**src/rtl/pipe_stage_pkg.sv**
```systemverilog


package pipe_stage_pkg;
  // Occupancy of the two-slot variant, decoded from the slot valid bits.
  typedef enum logic [1:0] {
    ST_EMPTY = 2'd0,
    ST_ONE   = 2'd1,
    ST_FULL  = 2'd2
  } stage_state_e;
endpackage

```
**src/rtl/pipe_stage_slot.sv**
```systemverilog
// One pipeline entry: valid bit plus control and payload registers.
// Clearing always zeroes ctrl so an empty slot reads as a bubble.
module pipe_slot
  import pipe_stage_pkg::*;
#(
  parameter int CTRL_WIDTH = 16,
  parameter int DATA_WIDTH = 64,
  parameter bit CLEAR_DATA = 1'b0
) (
  input  logic                  clk,
  input  logic                  reset,
  input  logic                  load,
  input  logic                  clear,
  input  logic [CTRL_WIDTH-1:0] load_ctrl,
  input  logic [DATA_WIDTH-1:0] load_data,
  output logic                  valid,
  output logic [CTRL_WIDTH-1:0] ctrl,
  output logic [DATA_WIDTH-1:0] data
);

  always_ff @(posedge clk) begin
    if (reset) begin
      valid <= 1'b0;
      ctrl  <= '0;
      data  <= '0;
    end else if (clear) begin
      valid <= 1'b0;
      ctrl  <= '0;
      if (CLEAR_DATA) data <= '0;
    end else if (load) begin
      valid <= 1'b1;
      ctrl  <= load_ctrl;
      data  <= load_data;
    end
  end

endmodule

```
**src/rtl/pipe_stage.sv**
```systemverilog
// Pipeline stage register with valid/ready handshake, flush-to-bubble and an
// optional two-entry skid buffer that makes in_ready a pure register output.
module pipe_stage
  import pipe_stage_pkg::*;
#(
  parameter int CTRL_WIDTH = 16,
  parameter int DATA_WIDTH = 64,
  parameter bit SKID       = 1'b1,
  parameter bit CLEAR_DATA = 1'b0
) (
  input  logic                  clk,
  input  logic                  reset,
  input  logic                  flush,
  input  logic                  in_valid,
  output logic                  in_ready,
  input  logic [CTRL_WIDTH-1:0] in_ctrl,
  input  logic [DATA_WIDTH-1:0] in_data,
  output logic                  out_valid,
  input  logic                  out_ready,
  output logic [CTRL_WIDTH-1:0] out_ctrl,
  output logic [DATA_WIDTH-1:0] out_data
);

  if (SKID) begin : g_skid
    logic                  main_load, main_clear, skid_load, skid_clear, from_skid;
    logic                  skid_valid;
    logic [CTRL_WIDTH-1:0] skid_ctrl;
    logic [DATA_WIDTH-1:0] skid_data;
    logic                  accept, consume;
    stage_state_e          state;

    // The skid slot being occupied is the only thing that blocks upstream.
    assign in_ready = ~skid_valid;
    assign accept   = in_valid & ~skid_valid;
    assign consume  = out_valid & out_ready;

    always_comb begin
      main_load  = 1'b0;
      main_clear = 1'b0;
      skid_load  = 1'b0;
      skid_clear = 1'b0;
      from_skid  = 1'b0;
      state      = skid_valid ? ST_FULL : (out_valid ? ST_ONE : ST_EMPTY);
      if (flush) begin
        main_clear = 1'b1;
        skid_clear = 1'b1;
      end else begin
        case (state)
          ST_EMPTY: main_load = accept;
          ST_ONE: begin
            if (accept && !consume) skid_load = 1'b1;
            else if (accept)        main_load = 1'b1;
            else if (consume)       main_clear = 1'b1;
          end
          ST_FULL: begin
            if (consume) begin
              main_load  = 1'b1;
              from_skid  = 1'b1;
              skid_clear = 1'b1;
            end
          end
          default: ;
        endcase
      end
    end

    pipe_slot #(.CTRL_WIDTH(CTRL_WIDTH), .DATA_WIDTH(DATA_WIDTH), .CLEAR_DATA(CLEAR_DATA)) u_main (
      .clk       (clk),
      .reset     (reset),
      .load      (main_load),
      .clear     (main_clear),
      .load_ctrl (from_skid ? skid_ctrl : in_ctrl),
      .load_data (from_skid ? skid_data : in_data),
      .valid     (out_valid),
      .ctrl      (out_ctrl),
      .data      (out_data)
    );

    pipe_slot #(.CTRL_WIDTH(CTRL_WIDTH), .DATA_WIDTH(DATA_WIDTH), .CLEAR_DATA(CLEAR_DATA)) u_skid (
      .clk       (clk),
      .reset     (reset),
      .load      (skid_load),
      .clear     (skid_clear),
      .load_ctrl (in_ctrl),
      .load_data (in_data),
      .valid     (skid_valid),
      .ctrl      (skid_ctrl),
      .data      (skid_data)
    );
  end else begin : g_single
    logic accept, consume;

    assign in_ready = ~out_valid | out_ready;
    assign accept   = in_valid & in_ready;
    assign consume  = out_valid & out_ready;

    pipe_slot #(.CTRL_WIDTH(CTRL_WIDTH), .DATA_WIDTH(DATA_WIDTH), .CLEAR_DATA(CLEAR_DATA)) u_main (
      .clk       (clk),
      .reset     (reset),
      .load      (accept),
      .clear     (flush | (consume & ~accept)),
      .load_ctrl (in_ctrl),
      .load_data (in_data),
      .valid     (out_valid),
      .ctrl      (out_ctrl),
      .data      (out_data)
    );
  end

endmodule

```
**config.mk**
```make
export PLATFORM = sky130hd
export DESIGN_NAME = pipe_stage
export DESIGN_NICKNAME = d
export VERILOG_FILES = /design/src/rtl/pipe_stage_pkg.sv /design/src/rtl/pipe_stage_slot.sv /design/src/rtl/pipe_stage.sv
export SDC_FILE = /design/constraint.sdc
export NUM_CORES = 1
export LEC_CHECK = 0
export ABC_AREA = 1
export CAP_MARGIN = 20
export CORE_MARGIN = 2
export CORE_UTILIZATION = 40
export DETAILED_ROUTE_END_ITERATION = 16
export PLACE_DENSITY = 0.68
export SYNTH_ARGS = -nofsm -noshare
export SYNTH_HDL_FRONTEND = slang
export SYNTH_SLANG_ARGS = --single-unit
```
**constraint.sdc**
```tcl
create_clock -name clk -period 3.11 [get_ports clk]
set_input_delay 0.4665 -clock clk [delete_from_list [all_inputs] [get_ports clk]]
set_output_delay 0.4665 -clock clk [all_outputs]
set_load 0.01 [all_outputs]
```
==> impl_metrics.env <==
export IMPL_cap_violations=0
export IMPL_power_density_cell_area_mw_per_mm2=538
export IMPL_number_of_antenna_violations_at_the_first_check_in_global_routing=1
export IMPL_relative_slew_slack_pct=51.5
export IMPL_max_fclk_mhz=503
export IMPL_num_io_pins=167
export IMPL_cell_internal_power_dissipation_w=0.00377
export IMPL_syn_nets=1007
export IMPL_synth_largest_area_cell="sky130_fd_sc_hd__dfxtp_1"
export IMPL_end_kind="flip-flop"
export IMPL_leakage_power_nw=3.39
export IMPL_p_sw_w=0.00110
export IMPL_cp_arrival_ns=2.28
export IMPL_dieArea_sq_mm=0.0178
export IMPL_layout_drive_gt1_share_pct=4.99
export IMPL_clock_sink_count=162
export IMPL_timing_hold_worst_class="reg2reg"
export IMPL_dp_worst_setup_slack_ns=0.693
export IMPL_synth_edff_count=0
export IMPL_number_of_global_route_vias_before_repair=5464
export IMPL_setup_tns_ns=0
export IMPL_worstSkewPairLatency_ns=0.42
export IMPL_drt_total_wl_mm=17.0
export IMPL_cts_max_path_buffers=2
export IMPL_ratio_of_routed_vias_to_standard_cells=4.86
export IMPL_final_core_utilization_pct=54.9
export IMPL_grt_total_ovfl=0
export IMPL_die_width_um=133
export IMPL_detailedRoute_firstPassIterationCount=4
export IMPL_core_footprint_sq_mm=0.0165
export IMPL_worstMarginPinSlew_ns=0.728
export IMPL_number_of_nets_with_antenna_violations_after_routing=0
export IMPL_netlist_top_cells_count="sky130_fd_sc_hd__dfxtp_1 (162), sky130_fd_sc_hd__nor2_1 (130), sky130_fd_sc_hd__nand2_1 (114)"
export IMPL_worstPathMaxFanout=49
export IMPL_vias=6234
export IMPL_syn_area_per_cell_sq_um=7.25
export IMPL_start_util_pct=40.6
export IMPL_grt_total_usage_pct=19.1
export IMPL_detail_route_iter0_violations=397
export IMPL_fillerInstances=1608
export IMPL_hold_viol_final=0
export IMPL_critical_path_max_stage_delay_ns=0.54
export IMPL_setup_slack_ns=1.12
export IMPL_share_of_the_yosys_chip_area_belonging_to_registers_pct=48.5
export IMPL_power_ir_vdd_worst_uv=355
export IMPL_largest_net_degree_at_the_start_of_global_routing=161
export IMPL_crit_path_cell_trace="clkdlybuf4s50_1, inv_1, nand4_1, buf_12, o21ai_0, a21oi_1"
export IMPL_period_minus_slack_ns=1.99
export IMPL_ys_async_sr_fraction_pct=0
export IMPL_combinational_fraction_of_design_power_pct=10.8
export IMPL_grt_setup_unrepaired="false"
export IMPL_post_synth_inst_count=922
export IMPL_switching_share_pct=22.5
export IMPL_power_share_clock_pct=44.3
export IMPL_finalClockSkew_ns=0.00881
export IMPL_detailedPlacementHpwl_mm=10.7
export IMPL_portBuffers=166
export IMPL_timing_critical_path_from_type="input pin"
export IMPL_yosysWarningCount=0
export IMPL_synth_ff_latch_count=162
export IMPL_cts_tree="done"
export IMPL_result_of_the_run="finished clean"
export IMPL_grt_pass1_wl_mm=27.3
export IMPL_proportion_of_netlist_area_held_by_the_largest_area_contributor_pct=48.5
export IMPL_cts_resized_gates=0
export IMPL_clkTransAtPathRegs_ns=0.06
export IMPL_cp_buffers_inverters=3
export IMPL_areaGrowthSynthToFinish_pct=35.3
export IMPL_report_power_total_w=0.00486
export IMPL_postCtsSetupRepairBufs=0
export IMPL_synthDistinctLibCells=23
export IMPL_post_route_drc_count=0
export IMPL_cts_htree_levels=4
export IMPL_nets=1136
export IMPL_crit_family="buffers and inverters"
export IMPL_die_height_um=133
export IMPL_place_congestion=0.765
export IMPL_criticalPathCategory="in2reg"
export IMPL_rows=47
export IMPL_drt_wirelength_per_cell_um=13.3
export IMPL_synth_main_ff_cell="sky130_fd_sc_hd__dfxtp_1"
export IMPL_crit_slowest_cell="sky130_fd_sc_hd__nand4_1"
export IMPL_final_period_utilization_pct=64.0
export IMPL_cts_buffers=17
export IMPL_worstPathRequired_ns=3.40
export IMPL_cts_root_buffer_cell="sky130_fd_sc_hd__clkbuf_16"
export IMPL_cts_hold_buffers_added=0
export IMPL_synth_top_cells_by_area="sky130_fd_sc_hd__dfxtp_1 (49%), sky130_fd_sc_hd__o21ai_0 (8.3%), sky130_fd_sc_hd__nor2_1 (7.3%)"
export IMPL_power_sequential_fraction_pct=44.8
export IMPL_yosysMostFrequentCell="sky130_fd_sc_hd__dfxtp_1"
export IMPL_final_max_slew_viol_count=0
export IMPL_syn_area_sq_mm=0.00668
export IMPL_timing_final_setup_violations=0
[power by group through the flow]
| stage | Sequential, W | Clock (W) | Combinational, W |
|---|---|---|---|
| 6_report | 0.00218 | 0.00216 | 0.000527 |
| 5_1_grt | 0.00219 | 0.00230 | 0.000580 |
| 4_1_cts | 0.00218 | 0.00220 | 0.000534 |
| 3_5_place_dp | 0.00223 | 0 | 0.000530 |
| 3_3_place_gp | 0.00223 | 0 | 0.000528 |
| 2_1_floorplan | 0.00225 | 0 | 0.000203 |
[worst min-delay path, delay by kind of cell (launching register included)]
family | cells | cell delay, ns
buffers and inverters | 1 | 0.06
AOI/OAI and AO/OA | 1 | 0.05
DFF | 1 | 0.29
[final cells by class]
type | instances | area [sq um] | area share [%]
Timing Repair Buffer | 177 | 1820 | 20.1
Sequential cell | 162 | 3240 | 35.9
Tap cell | 220 | 275 | 3.05
Clock inverter | 9 | 129 | 1.43
Multi-Input combinational cell | 590 | 2700 | 29.8
Clock buffer | 22 | 484 | 5.36
Antenna cell | 1 | 2.50 | 0.0277
Inverter | 103 | 390 | 4.32
[final timing paths]
check,start,to,slack [ns],cells after the start
max reg2reg,g_skid.u_main.valid,g_skid.u_skid.data[32],1.22,4
max,out_ready,g_skid.u_skid.data[32],1.12,6
min reg2reg,g_skid.u_skid.data[47],g_skid.u_skid.data[47],0.45,2
min,g_skid.u_skid.data[47],g_skid.u_skid.data[47],0.45,2
[cells by family after synthesis]
kind of cell / after synthesis / synth area share, %
compound gates: 289 / 21.6
buf+inv: 170 / 11.1
flops: 162 / 48.5
simple gates: 301 / 18.7
[per-layer routing]
| metal | vias to the layer above | part of all wire (%) | track usage (%) |
|---|---|---|---|
| li1 | 3238 | - | - |
| met1 | 2830 | 45 | 23.9 |
| met2 | 147 | 48 | 31.6 |
| met3 | 19 | 5.1 | 5.29 |
| met4 | 0 | 1.6 | 6.80 |
| met5 | - | 0 | 0 |
[flip-flops by register name (all words and copies together) (netlist names)]
register	count
g_skid.u_skid.ctrl	16
g_skid.u_main.valid	1
g_skid.u_skid.data	64
g_skid.u_main.data	64
g_skid.u_main.ctrl	16
g_skid.u_skid.valid	1
[metrics by stage]
step / hold WS, ns / cell area (sq um) / cells
floorplan: 0.430 / 6680 / 922
global placement: 0.438 / 8420 / 1252
detailed placement: 0.442 / 8420 / 1252
CTS: 0.452 / 9040 / 1283
global route: 0.467 / 9040 / 1284
finish: 0.447 / 9040 / 1284
[placed cells by master, fill, tap and decap left out, drive strengths merged]
| cell | instances |
|---|---|
| nand2 | 115 |
| dfxtp | 162 |
| clkdlybuf4s50 | 166 |
| buf | 11 |
| inv | 102 |
| clkinv | 5 |
| nand3 | 50 |
| nand3b | 1 |
| diode | 1 |
| bufinv | 3 |
| clkinvlp | 2 |
| nor3 | 1 |
| nand4 | 2 |
| clkbuf | 22 |
| a21oi | 97 |
| o21ai | 192 |
| nor2 | 132 |
No activity file was read; power rests on OpenSTA's default activity.
==> edit (same settings) <==
`DATA_WIDTH` is set to 64 in 2 places; all go to 72.
--- a/src/rtl/pipe_stage_slot.sv
+++ b/src/rtl/pipe_stage_slot.sv
@@ -4,7 +4,7 @@
   import pipe_stage_pkg::*;
 #(
   parameter int CTRL_WIDTH = 16,
-  parameter int DATA_WIDTH = 64,
+  parameter int DATA_WIDTH = 72,
   parameter bit CLEAR_DATA = 1'b0
 ) (
   input  logic                  clk,
--- a/src/rtl/pipe_stage.sv
+++ b/src/rtl/pipe_stage.sv
@@ -4,7 +4,7 @@
   import pipe_stage_pkg::*;
 #(
   parameter int CTRL_WIDTH = 16,
-  parameter int DATA_WIDTH = 64,
+  parameter int DATA_WIDTH = 72,
   parameter bit SKID       = 1'b1,
   parameter bit CLEAR_DATA = 1'b0
 ) (
Ports: changed (resized in_data and out_data); port bits go from 167 to 183. No check against the original RTL was run, so the function may have changed too.
==> edit against the unedited design <==
Sequential power rose by 10%; sequential cell count up 16; sequential share of layout area is 0.46 points higher; power rose by 4.1%; non-clock buffer count increased by 18; wire length grew 10%; register-to-register slack got worse by 0.05 ns; design area up 8.5%; cell count is 8.0% higher; setup slack got worse by 0.10 ns; area after synthesis grew 11%.
==> edit: results (changes against the unedited design) <==
[metrics] worst voltage drop across the vdd grid: 0.0005430 V (was 0.0003552 V)
[metrics] Setup Skew: 0.006596 ns (was 0.008810 ns)
[metrics] compound-gate portion of the synthesized area: 21.73% (was 21.65%)
[metrics] Pre-antenna DRT Iters: 5 (was 4)
[metrics] number of ordinary inverters in the final layout: 111 (was 103)
[metrics] count of multi-input gates: 646 (was 590)
[metrics] Flop pwr share: 47.3% (was 44.8%)
[metrics] worst hold start: g_skid.u_skid.data[7] (was g_skid.u_skid.data[47])
[metrics] fraction of area in clock buffers and inverters: 5.639% (was 6.783%)
[metrics] maximum fanout along the worst path: 45 (was 49)
[metrics] largest registers: g_skid.u_main.data (72), g_skid.u_skid.data (72) (was g_skid.u_main.data (64), g_skid.u_skid.data (64))
[metrics] count of buffers not belonging to the clock network in the layout: 195 (was 177)
[metrics] signal buffers share of area: 20.21% (was 20.13%)
[metrics] top cells by area, synth: dfxtp_1, o21ai_0, nor2_1 (unchanged)
[metrics] input/output buffers: 182 (was 166)
[metrics] fraction of power consumed by the clock network: 41.2% (was 44.3%)
[metrics] Vias: 6,792 (was 6,234)
[metrics] syn_nets: 1,102 (was 1,007)
[metrics] number of antenna repair diodes: 0 (was 1)
[metrics] run status: complete, no violations (unchanged)
[metrics] WP data arrival: 2.44 ns (was 2.28 ns)
[metrics] post-detailed-routing wire length: 18,780 um (was 17,010 um)
[metrics] R2R setup slack: 1.17 ns (was 1.22 ns)
[metrics] global-route wire length before repair: 30,740 um (was 27,260 um)
[metrics] Leak Pwr: 3.681 nW (was 3.393 nW)
[metrics] count of fill cells added during filler insertion: 1,778 (was 1,608)
[metrics] multi-input gate area in the final layout: 3004 um2 (was 2695 um2)
[metrics] most frequent cells after synthesis: o21ai_0, dfxtp_1, nor2_1, nand2_1, inv_1 (was dfxtp_1, nor2_1, nand2_1, o21ai_0, inv_1)
[metrics] Row Count: 49 (was 47)
[metrics] number of register bits inferred by synthesis: 178 (was 162)
[metrics] largest stage delay on the critical path: 0.48 ns (was 0.54 ns)
[metrics] Endpoint, Worst Hold: g_skid.u_skid.data[7] (was g_skid.u_skid.data[47])
[metrics] Hold Worst Slack: 0.4465 ns (was 0.4469 ns)
[metrics] fraction of final layout cells with drive strength greater than 1: 4.922% (was 4.986%)
[metrics] total global-route track usage: 19.02% (was 19.09%)
[metrics] Post-layout nets: 1,242 (was 1,136)
[metrics] length in cells of the worst reg-to-reg path: 7 (was 4)
[metrics] initial detailed-routing violation count: 459 (was 397)
[metrics] power consumed by the clock network: 2.09 mW (was 2.16 mW)
[metrics] transition at the pin with the smallest max-transition slack: 0.5575 ns (was 0.7281 ns)
[metrics] final weighted congestion of routability-driven global placement: 0.7731 (was 0.7648)
[metrics] clock buffer count in the final layout: 21 (was 22)
[metrics] pin count of the biggest net entering global routing: 94 (was 161)
[metrics] instance area at placement: 9254 um2 (was 8423 um2)
[metrics] half-perimeter wire length after detailed placement: 11,890 um (was 10,660 um)
[metrics] antenna violations before repair: 0 (was 1)
[metrics] TritonCTS Buffers: 17 (unchanged)
[edit: cell count changes in the layout (fill, tap and decap cells not counted), moves of 9 or more]
cell             unedited run  this run
inv_1                      98       107
o21ai_1                    81        25
nor2_1                    130       146
clkdlybuf4s50_1           166       182
dfxtp_1                   162       178
nand3_1                    48        39
o21ai_0                   111       191
[edit: layer usage]
layer	wire [um]	GRT usage (%)	up-vias	part of all wire, %
li1	-	-	3523	-
met1	8946	25.69	3109	48
met2	8809	31.01	140	47
met3	726	3.692	20	3.9
met4	298	5.684	0	1.6
met5	0	0	-	0
[edit: metrics by stage]
| step | cells | worst slack [ns] | utilization [%] |
|---|---|---|---|
| 2_1_floorplan | 1009 | 1.693 | - |
| 3_3_place_gp | 1359 | 0.6621 | 51.34 |
| 3_5_place_dp | 1359 | 0.5523 | 51.34 |
| 4_1_cts | 1387 | 0.9892 | 54.41 |
| 5_1_grt | 1387 | 0.8373 | 54.41 |
| 6_report | 1387 | 1.016 | 54.41 |
